`config.mk`:
```
export PLATFORM = sky130hd
export DESIGN_NAME = change_dispenser
export DESIGN_NICKNAME = d
export VERILOG_FILES = /design/src/rtl/change_dispenser.sv
export SDC_FILE = /design/constraint.sdc
export NUM_CORES = 1
export LEC_CHECK = 0
export CORE_AREA = 4 4 48 93
export DETAILED_ROUTE_END_ITERATION = 6
export DIE_AREA = 0 0 52 97
export PLACE_DENSITY = 0.76
export SETUP_SLACK_MARGIN = 0.05
export SYNTH_ARGS = -nofsm -noshare
export SYNTH_HDL_FRONTEND = slang
export SYNTH_SLANG_ARGS = --single-unit
```
`constraint.sdc`:
```
create_clock -name clock -period 4.3 [get_ports clock]
set_clock_uncertainty 0.15 [all_clocks]
set_input_delay 1.075 -clock clock [delete_from_list [all_inputs] [get_ports clock]]
set_output_delay 1.075 -clock clock [all_outputs]
set_load 0.01 [all_outputs]
```
`src/rtl/change_dispenser.sv`:
```
// change_dispenser: latches a coin pair on start, ejects the coins one at a
// time over valid/ready, owns the coin inventory, and detects ejector jams.
module change_dispenser #(
   parameter logic [1:0] INIT_P      = 2'd3,
   parameter logic [1:0] INIT_T      = 2'd3,
   parameter logic [1:0] INIT_C      = 2'd3,
   parameter int unsigned STALL_LIMIT = 15
) (
   input  logic       clock,
   input  logic       reset,
   input  logic       start,
   input  logic [2:0] first_coin,
   input  logic [2:0] second_coin,
   input  logic       not_enough,
   input  logic       reload,
   input  logic [1:0] reload_p,
   input  logic [1:0] reload_t,
   input  logic [1:0] reload_c,
   input  logic       clear_jam,
   input  logic       coin_ready,
   output logic       coin_valid,
   output logic [2:0] coin_out,
   output logic [1:0] pentagons,
   output logic [1:0] triangles,
   output logic [1:0] circles,
   output logic       busy,
   output logic       done,
   output logic       reject,
   output logic       jam
);

   typedef enum logic [2:0] {IDLE, FIRST, SECOND, DONE, JAM} state_t;

   localparam logic [7:0] STALL_LAST = 8'(STALL_LIMIT - 1);

   state_t     state_q, state_d;
   logic [2:0] first_q, first_d, second_q, second_d;
   logic [1:0] p_d, t_d, c_d;
   logic [7:0] stall_q, stall_d;
   logic       reject_d;
   logic       hs;
   logic [2:0] cur_code;
   logic [1:0] need_p, need_t, need_c;
   logic       codes_ok, stock_ok;

   function automatic logic code_valid(input logic [2:0] code);
      return (code == 3'd0) || (code == 3'd1) || (code == 3'd3) || (code == 3'd5);
   endfunction

   // coin_valid is only ever high in FIRST/SECOND, so it doubles as the handshake qualifier
   assign hs       = coin_valid && coin_ready;
   assign cur_code = (state_q == SECOND) ? second_q : first_q;

   // Per-type demand of the presented pair, checked against stock before acceptance
   always_comb begin
      need_p   = {1'b0, first_coin == 3'd5} + {1'b0, second_coin == 3'd5};
      need_t   = {1'b0, first_coin == 3'd3} + {1'b0, second_coin == 3'd3};
      need_c   = {1'b0, first_coin == 3'd1} + {1'b0, second_coin == 3'd1};
      codes_ok = code_valid(first_coin) && code_valid(second_coin);
      stock_ok = (pentagons >= need_p) && (triangles >= need_t) && (circles >= need_c);
   end

   // Next-state, inventory and latched-pair logic
   always_comb begin
      state_d  = state_q;
      first_d  = first_q;
      second_d = second_q;
      p_d      = pentagons;
      t_d      = triangles;
      c_d      = circles;
      stall_d  = stall_q;
      reject_d = 1'b0;
      case (state_q)
         IDLE: begin
            if (reload) begin
               // reload takes priority; a same-cycle start is silently dropped
               p_d = reload_p;
               t_d = reload_t;
               c_d = reload_c;
            end else if (start) begin
               if (not_enough || !codes_ok || !stock_ok) begin
                  reject_d = 1'b1;
               end else begin
                  first_d  = first_coin;
                  second_d = second_coin;
                  stall_d  = '0;
                  if (first_coin != 3'd0)       state_d = FIRST;
                  else if (second_coin != 3'd0) state_d = SECOND;
                  else                          state_d = DONE;
               end
            end
         end
         FIRST, SECOND: begin
            if (hs) begin
               stall_d = '0;
               case (cur_code)
                  3'd5:    if (pentagons != 2'd0) p_d = pentagons - 2'd1;
                  3'd3:    if (triangles != 2'd0) t_d = triangles - 2'd1;
                  3'd1:    if (circles   != 2'd0) c_d = circles   - 2'd1;
                  default: ;
               endcase
               if (state_q == FIRST && second_q != 3'd0) state_d = SECOND;
               else                                       state_d = DONE;
            end else begin
               stall_d = stall_q + 8'd1;
               if (stall_q == STALL_LAST) state_d = JAM;
            end
         end
         DONE: state_d = IDLE;
         JAM: begin
            if (clear_jam) begin
               state_d = IDLE;
               stall_d = '0;
            end
         end
         default: state_d = IDLE;
      endcase
   end

   // State, inventory and registered outputs (all derived from next state)
   always_ff @(posedge clock) begin
      if (reset) begin
         state_q    <= IDLE;
         first_q    <= '0;
         second_q   <= '0;
         stall_q    <= '0;
         pentagons  <= INIT_P;
         triangles  <= INIT_T;
         circles    <= INIT_C;
         coin_valid <= 1'b0;
         coin_out   <= '0;
         busy       <= 1'b0;
         done       <= 1'b0;
         reject     <= 1'b0;
         jam        <= 1'b0;
      end else begin
         state_q    <= state_d;
         first_q    <= first_d;
         second_q   <= second_d;
         stall_q    <= stall_d;
         pentagons  <= p_d;
         triangles  <= t_d;
         circles    <= c_d;
         coin_valid <= (state_d == FIRST) || (state_d == SECOND);
         coin_out   <= (state_d == FIRST)  ? first_d  :
                       (state_d == SECOND) ? second_d : 3'd0;
         busy       <= (state_d != IDLE);
         done       <= (state_d == DONE);
         reject     <= reject_d;
         jam        <= (state_d == JAM);
      end
   end

endmodule

```
# After elaboration in Yosys (flattened, before gate mapping)
# Cells that the tools add are included.
[op_classes]
n_addsub = 7
magnitude_cmp = 3
n_eq_ne = 29
mux = 43
n_bitwise = 2
n_reduce_logical = 34
[op_table]
columns = ["cell", "n"]
rows = [
  ["$mux 3", 17],
  ["$mux 8", 5],
  ["$mux 2", 13],
  ["$pmux 8 s3", 1],
  ["$reduce_and 5->1", 4],
  ["$eq 3x2->1 const B", 6],
  ["$ne 2x2->1 const B", 9],
  ["$eq 3x1->1 const B", 5],
  ["$eq 3x3->1 const B", 5],
  ["$reduce_bool 3->1", 5],
  ["$pmux 2 s2", 3],
  ["$logic_not 3->1", 3],
  ["$logic_or 1x1->1", 9],
  ["$pmux 3 s3", 1],
  ["$add 8x1->8 const B", 1],
  ["$eq 8x4->1 const B", 1],
  ["$reduce_bool 2->1", 4],
  ["$add 1x1->2", 3],
  ["$ge 2x2->1", 3],
  ["$ne 2x1->1 const B", 3],
  ["$sub 2x1->2 const B", 3],
  ["$logic_and 1x1->1", 5],
  ["$reduce_or 4->1", 1],
  ["$mux 1", 3],
  ["other kinds (3)", 5],
]
[word_totals]
ff_bits = 31
in_bits = 19
output_inout_bits = 14
elab_cells = 131

# Longest topological paths before layout
# Gate-level depths: netlist (run 1).
[depth]
ltp_word = 15
mapped_depth = 10
depth_no_buf = 10

# Worst setup path after synthesis (run 1)
# No wires, ideal clock.
[synth_path]
path_type = "input -> register"
startpoint = "input first_coin[2]"
endpoint = "register coin_out[0]"
setup_time_ns = 0.133
t_arrival_ns = 3.148
required_time_ns = 4.017
path_slack_ns = 0.869
path_stages = 10
path_buffers = 0
path_cell_list = "nand2b_1 nor2_1 ha_1 ha_1 nand2b_1 a21oi_1 or4b_4 nor3_4 mux2i_1 o32ai_2"
[synth_between]
elab_chain_len = 15
elab_cells_between_ends = 38
classes_between = "add/sub: 3; order compare: 3; eq/ne: 5; mux: 15; reduce/logical: 12"
[synth_rtl]
columns = ["element", "line", "source"]
rows = [
  ["start: declaration", "12", "input logic [2:0] first_coin,"],
  ["branches (longest 14 deep; another with $add 1x1->2)", "-", ""],
  ["$mux 3 *", "145", "coin_out <= (state_d == FIRST) ? first_d :"],
  ["end signal: assignment", "145", ""],
  ["end: declaration", "22", "output logic [2:0] coin_out,"],
]
# Mark *: on every way between the ends.
# A chain may end at the register's enable or synchronous reset.

# Final worst setup path (run 1)
# Ends and elaborated chain as after synthesis.

==> metrics.md, run 1 <==
| Metric | Value |
|---|---|
| Period Utilization, post-route | `0.882` |
| Synth Cell Area | `1880 sq um` |
| Worst-path clk slew | `0.07 ns` |
| Number of antenna diodes | `0` |
| Routability Congestion | `0.895` |
| Worst Setup End Kind | `flop` |
| Area after DPL | `2270 sq um` |
| Total CTS buffers | `5` |
| Post-synthesis mux area share | `0.00531` |
| Synth unique cells | `45` |
| Clock Latency Late Sink | `0.29 ns` |
| Max FO, Critical Path | `6` |
| Die Wd | `52 um` |
| Leakage | `0.945 nW` |
| Final setup violation count | `0` |
| CTS tree | `yes` |
| Htree depth | `2` |
| Post-synthesis compound-gate area fraction | `0.216` |
| Nets | `304` |
| Post-CTS sizing | `0` |
| Flop and latch count out of synthesis | `31` |
| Drt wl/cell | `14.4 um` |
| Post-Synth XOR/XNOR Area | `0.00465` |
| Vias in the first global route | `1740` |
| Largest net degree at the start of global routing | `17` |
| Net Count, Synth | `269` |
| Max Buffers Root-to-Sink | `2` |
| Yosys top cell area share | `0.329` |
| Maxcap violations | `0` |
| Adder-cell share of the synthesized area | `0.0930` |
| CP peak stage delay | `0.55 ns` |
| Synth Area per Inst | `7.98 sq um` |
| Ports | `33` |
| Core region area | `3800 sq um` |
| IO Port Bufs | `32` |
| # Post-CTS Setup Buffers | `0` |
| Commonest non-fill, non-tap cells in the layout | `32 x clkdlybuf4s50_1, 31 x dfxtp_1, 27 x nor2_1, 26 x a21oi_1, 21 x inv_1` |
| Hold Crit Class | `reg -> reg` |
| Initial antenna violation count | `0` |
| Synth Flop Type | `dfxtp_1` |
| FFs w/ async S/R, synth | `0` |
| Vert. Die Dim | `97 um` |
| Setup TNS | `0 ns` |
| PD cells | `289 nW/um^2` |
| Slowest cell on crit path | `or4b_4` |
| Synth area leader | `dfxtp_1` |
| Area contributors post-synth | `dfxtp_1 33%, ha_1 9.3%, a21oi_1 6.9%` |
| Number of synthesized flops with an enable pin | `0` |
| Initial core utilization | `0.495` |
| Fmax | `264 MHz` |
| Status | `completed` |
| Drt total wl | `4660 um` |
| RSZ-0062 raised after global routing | `no` |
| Final hold vios | `0` |
| Cells on worst reg2reg path | `8` |
| Number of routed nets with antenna violations | `0` |
| Number of remaining DRC errors | `0` |
| 1st-pass router iterations | `4` |
| Gr ovfl total | `0` |
| Worst slew pin tran | `1.10 ns` |
| WHS Path Cells | `2` |
| Sequential share of the synthesized area | `0.329` |
| Worst vdd ir | `0.275 mV` |
| Area delta synth->final | `26.5%` |
| Req. time, crit path | `4.31 ns` |
| Simple-gate share of the synthesized area | `0.292` |
| Hpwl dp | `3600 um` |
| Critical-path cell list | `clkdlybuf4s50_1, nand2b_1, nor2_1, ha_1, ha_1, nand2b_1, a21oi_1, or4b_4, nor3_4, mux2i_1, o32ai_2` |
| Clock Sinks | `31` |
| Cell area after layout | `2380 sq um` |
| FP Rows | `32` |
| Synth Warn # | `0` |
| DR vias/cell | `5.49` |
| Root Buffer | `clkbuf_8` |
| Worst relative slew slack | `0.245` |
| Worst path arrival time | `3.80 ns` |
| Hold_buf cts | `0` |
| Tmin final | `3.79 ns` |
| Die Area | `5040 sq um` |
| Vias | `1774` |
| First-pass GRT wire length | `7510 um` |
| Largest family of logic cells by synthesized area | `simple AND/OR/NAND/NOR gates` |
| Most common cell after layout, fill and taps aside | `clkdlybuf4s50_1` |
| GRT Overall Usage | `0.194` |
| Crit Path Class | `in -> reg` |
| Startpoint Class | `input pin` |
| Share of post-route cells with drive strength above 1 | `0.0882` |
| Fin. max-slew vios | `0` |
| First DRT Iteration DRCs | `44` |
| Synthesized instance count | `236` |
[worst max-delay path: cells and delay by family]
family / cells / cell delay, ns
fa+ha+maj: 2 / 0.56
simple gates: 5 / 1.11
compound gates: 2 / 0.22
buf+inv: 1 / 0.52
mux: 1 / 0.28
[state kept, by name, summed over array words and instances (netlist names)]
name	flops
stall_q	8
coin_out	3
first_q	3
second_q	3
state_q	3
circles	2
pentagons	2
triangles	2
busy	1
coin_valid	1
done	1
jam	1
reject	1
[logic make-up after synthesis]
group | count (synthesis)
and+or+nand+nor | 97
AOI/OAI and AO/OA | 63
DFF | 31
buffers and inverters | 29
adders and majority gates | 14
xor gates and xnor gates | 1
muxes | 1
[cell usage after synthesis (6+ instances only)]
cell type	n
clkbuf_1	6
nand3_1	8
ha_1	14
o21ai_0	11
nand2_1	14
nor3_1	11
nand2b_1	6
a21oi_1	26
dfxtp_1	31
o211ai_1	8
nor2_1	27
inv_1	21
[final timing paths]
check        slack (ns)      endpoint     startpoint
max                0.51   coin_out[0]  first_coin[2]
min                0.35    stall_q[3]     stall_q[3]
max reg2reg        1.67  pentagons[0]   pentagons[0]
min reg2reg        0.35    stall_q[3]     stall_q[3]
[metal layers]
| metal | wire, um | GRT usage | vias up | share of wire |
|---|---|---|---|---|
| li1 | - | - | 918 | - |
| met1 | 1750 | 0.194 | 812 | 0.38 |
| met2 | 2630 | 0.358 | 36 | 0.56 |
| met3 | 175 | 0.0354 | 8 | 0.038 |
| met4 | 109 | 0.0909 | 0 | 0.023 |
| met5 | 0 | 0 | - | 0 |
[cell type report]
class | instances | area [sq um]
sequential | 31 | 621
multi-input combinational | 176 | 1150
clock inverter | 2 | 35.0
tap | 51 | 63.8
inverter | 21 | 78.8
timing repair buffer | 36 | 350
clock buffer | 6 | 82.6
fill | 357 | 1420
[through the flow]
step / setup slack (ns) / power, mW / hold WS (ns) / util / cells
floorplan: 0.869 / 0.352 / 0.317 / - / 236
global placement: 0.254 / 0.396 / 0.346 / 0.596 / 315
detailed placement: 0.204 / 0.397 / 0.347 / 0.596 / 315
CTS: 0.500 / 0.695 / 0.355 / 0.627 / 323
global route: 0.256 / 0.714 / 0.376 / 0.627 / 323
finish: 0.510 / 0.689 / 0.348 / 0.627 / 323
[where the power goes]
| group | internal, mW | switching (mW) |
|---|---|---|
| sequential | 0.293 | 0.00508 |
| combinational | 0.0475 | 0.0452 |
| clock | 0.187 | 0.111 |
Note: power is estimated with default switching activity, not from simulation.
==> inputs of run 2 (changes only) <==
Settings changed: GPL_ROUTABILITY_DRIVEN from default to 0.
==> metrics.md, run 2 (synthesized netlist as in run 1, its figures left out) <==
| Metric | Value |
|---|---|
| Largest net degree at the start of global routing | `18 (was 17)` |
| FILL cells | `345 (was 357)` |
| Hold Crit Class | `reg -> reg (unchanged)` |
| Area delta synth->final | `26.1% (was 26.5%)` |
| Drt wl/cell | `14.6 um (was 14.4 um)` |
| Ports | `33 (unchanged)` |
| Final hold vios | `0 (unchanged)` |
| Reg2Reg Launch Point | `triangles[0] (was pentagons[0])` |
| RSZ-0062 raised after global routing | `no (unchanged)` |
| Share of post-route cells with drive strength above 1 | `0.0849 (was 0.0882)` |
| Slowest cell on crit path | `or4b_4 (unchanged)` |
| Tmin final | `3.88 ns (was 3.79 ns)` |
| Crit path buffers/inverters | `1 (unchanged)` |
| Critical-path cell list | `clkdlybuf4s50_1, nand2b_1, nor2_1, ha_1, ha_1, nand2b_1, a21oi_1, or4b_4, nor3_4, mux2i_1, o32ai_2 (unchanged)` |
| Clock Sinks | `31 (unchanged)` |
| Hold path endpoint | `stall_q[3] (unchanged)` |
| Maxcap violations | `0 (unchanged)` |
| Worst vdd ir | `0.256 mV (was 0.275 mV)` |
| Req. time, crit path | `4.30 ns (was 4.31 ns)` |
| Status | `completed (unchanged)` |
| Fin. max-slew vios | `0 (unchanged)` |
| First-pass GRT wire length | `7600 um (was 7510 um)` |
| Top delay family on crit path | `simple AND/OR/NAND/NOR gates (unchanged)` |
| Clock Latency Late Sink | `0.28 ns (was 0.29 ns)` |
| 1st-pass router iterations | `4 (unchanged)` |
| DR vias/cell | `5.64 (was 5.49)` |
| Worst path arrival time | `3.89 ns (was 3.80 ns)` |
| Vias | `1815 (was 1774)` |
| Max Buffers Root-to-Sink | `2 (unchanged)` |
| Max FO, Critical Path | `6 (unchanged)` |
| Startpoint Class | `input pin (unchanged)` |
| GRT Overall Usage | `0.195 (was 0.194)` |
| Worst Setup End Kind | `flop (unchanged)` |
| Drt total wl | `4690 um (was 4660 um)` |
| Root Buffer | `clkbuf_8 (unchanged)` |
| Max reg flops | `8 (unchanged)` |
| IO Port Bufs | `32 (unchanged)` |
| Cells on worst reg2reg path | `8 (unchanged)` |
| Most flops, register | `stall_q (unchanged)` |
| Worst relative slew slack | `0.370 (was 0.245)` |
| Hold wc startpoint | `stall_q[3] (unchanged)` |
| Nets | `303 (was 304)` |
| Hpwl dp | `3730 um (was 3600 um)` |
| WHS Path Cells | `2 (unchanged)` |
| Commonest non-fill, non-tap cells in the layout | `32 x clkdlybuf4s50_1, 31 x dfxtp_1, 27 x nor2_1, 26 x a21oi_1, 21 x inv_1 (unchanged)` |
| Worst R2R Setup Slack | `1.76 ns (was 1.67 ns)` |
| Die Area | `5040 sq um (unchanged)` |
| Die Wd | `52 um (unchanged)` |
| Leakage | `0.940 nW (was 0.945 nW)` |
| Post-CTS sizing | `0 (unchanged)` |
| Most common cell after layout, fill and taps aside | `clkdlybuf4s50_1 (unchanged)` |
| # Post-CTS Setup Buffers | `0 (unchanged)` |
| CTS tree | `yes (unchanged)` |
| Core region area | `3800 sq um (unchanged)` |
| Period Utilization, post-route | `0.903 (was 0.882)` |
| Initial core utilization | `0.495 (unchanged)` |
| Initial antenna violation count | `0 (unchanged)` |
| Gr ovfl total | `0 (unchanged)` |
| R2R Path End | `coin_out[0] (was pentagons[0])` |
| Htree depth | `2 (unchanged)` |
| First DRT Iteration DRCs | `42 (was 44)` |
| Final setup violation count | `0 (unchanged)` |
| FP Rows | `32 (unchanged)` |
| Vias in the first global route | `1749 (was 1740)` |
| Hold_buf cts | `0 (unchanged)` |
| Vert. Die Dim | `97 um (unchanged)` |
| Setup TNS | `0 ns (unchanged)` |
| CP peak stage delay | `0.59 ns (was 0.55 ns)` |
| Crit Path Class | `in -> reg (unchanged)` |
| Number of routed nets with antenna violations | `0 (unchanged)` |
| Total CTS buffers | `5 (unchanged)` |
| Number of remaining DRC errors | `0 (unchanged)` |
| PD cells | `289 nW/um^2 (about the same)` |
| Worst slew pin tran | `0.922 ns (was 1.10 ns)` |
| Fmax | `257 MHz (was 264 MHz)` |
| Final Hold Slack | `0.368 ns (was 0.348 ns)` |
| Number of antenna diodes | `0 (unchanged)` |
| Worst-path clk slew | `0.06 ns (was 0.07 ns)` |
run 2: area by class of cell:
cell class                      count  area (sq um)  share of cell area
Clock buffer                        6          82.6              0.0348
Clock inverter                      2          35.0              0.0147
Inverter                           21          78.8              0.0332
Multi-Input combinational cell    176          1150               0.485
Sequential cell                    31           621               0.261
Tap cell                           51          63.8              0.0269
Timing Repair Buffer               35           343               0.144
run 2: worst max-delay path by stage:
stage / cells past startpoint / end / from
2_1_floorplan: 10 / coin_out[0] / first_coin[2]
3_3_place_gp: 11 / coin_out[0] / first_coin[2]
3_5_place_dp: 11 / coin_out[0] / first_coin[2]
4_1_cts: 11 / coin_out[0] / first_coin[2]
5_1_grt: 11 / stall_q[6] / first_coin[2]
6_report: 11 / coin_out[0] / first_coin[2]
run 2: power by group:
group | internal [mW] | switching [mW] | total [mW]
registers | 0.293 | 0.00503 | 0.298
logic | 0.0464 | 0.0450 | 0.0914
clock network | 0.187 | 0.110 | 0.298
run 2: routing by layer:
metal | share of wire | up-vias | track usage
met5 | 0 | - | 0
met4 | 0.036 | 0 | 0.0970
met3 | 0.034 | 13 | 0.0370
li1 | - | 914 | -
met2 | 0.56 | 39 | 0.349
met1 | 0.37 | 849 | 0.204
run 2: worst register-to-register path, stage by stage, from the launching register on:
cell	delay, ns
dfxtp_1	0.38
inv_1	0.10
ha_1	0.28
nand2b_1	0.10
a21oi_1	0.11
or4b_4	0.59
nor3_4	0.26
mux2i_1	0.31
o32ai_2	0.12
run 2: metrics by stage:
step / util / instances / cell area [sq um] / total power, mW / setup slack (ns)
detailed placement: 0.594 / 314 / 2260 / 0.396 / 0.125
finish: 0.625 / 322 / 2380 / 0.687 / 0.416
CTS: 0.625 / 322 / 2380 / 0.689 / 0.425
global placement: 0.594 / 314 / 2260 / 0.394 / 0.135
global route: 0.625 / 322 / 2380 / 0.711 / 0.198
floorplan: - / 236 / 1880 / 0.352 / 0.869
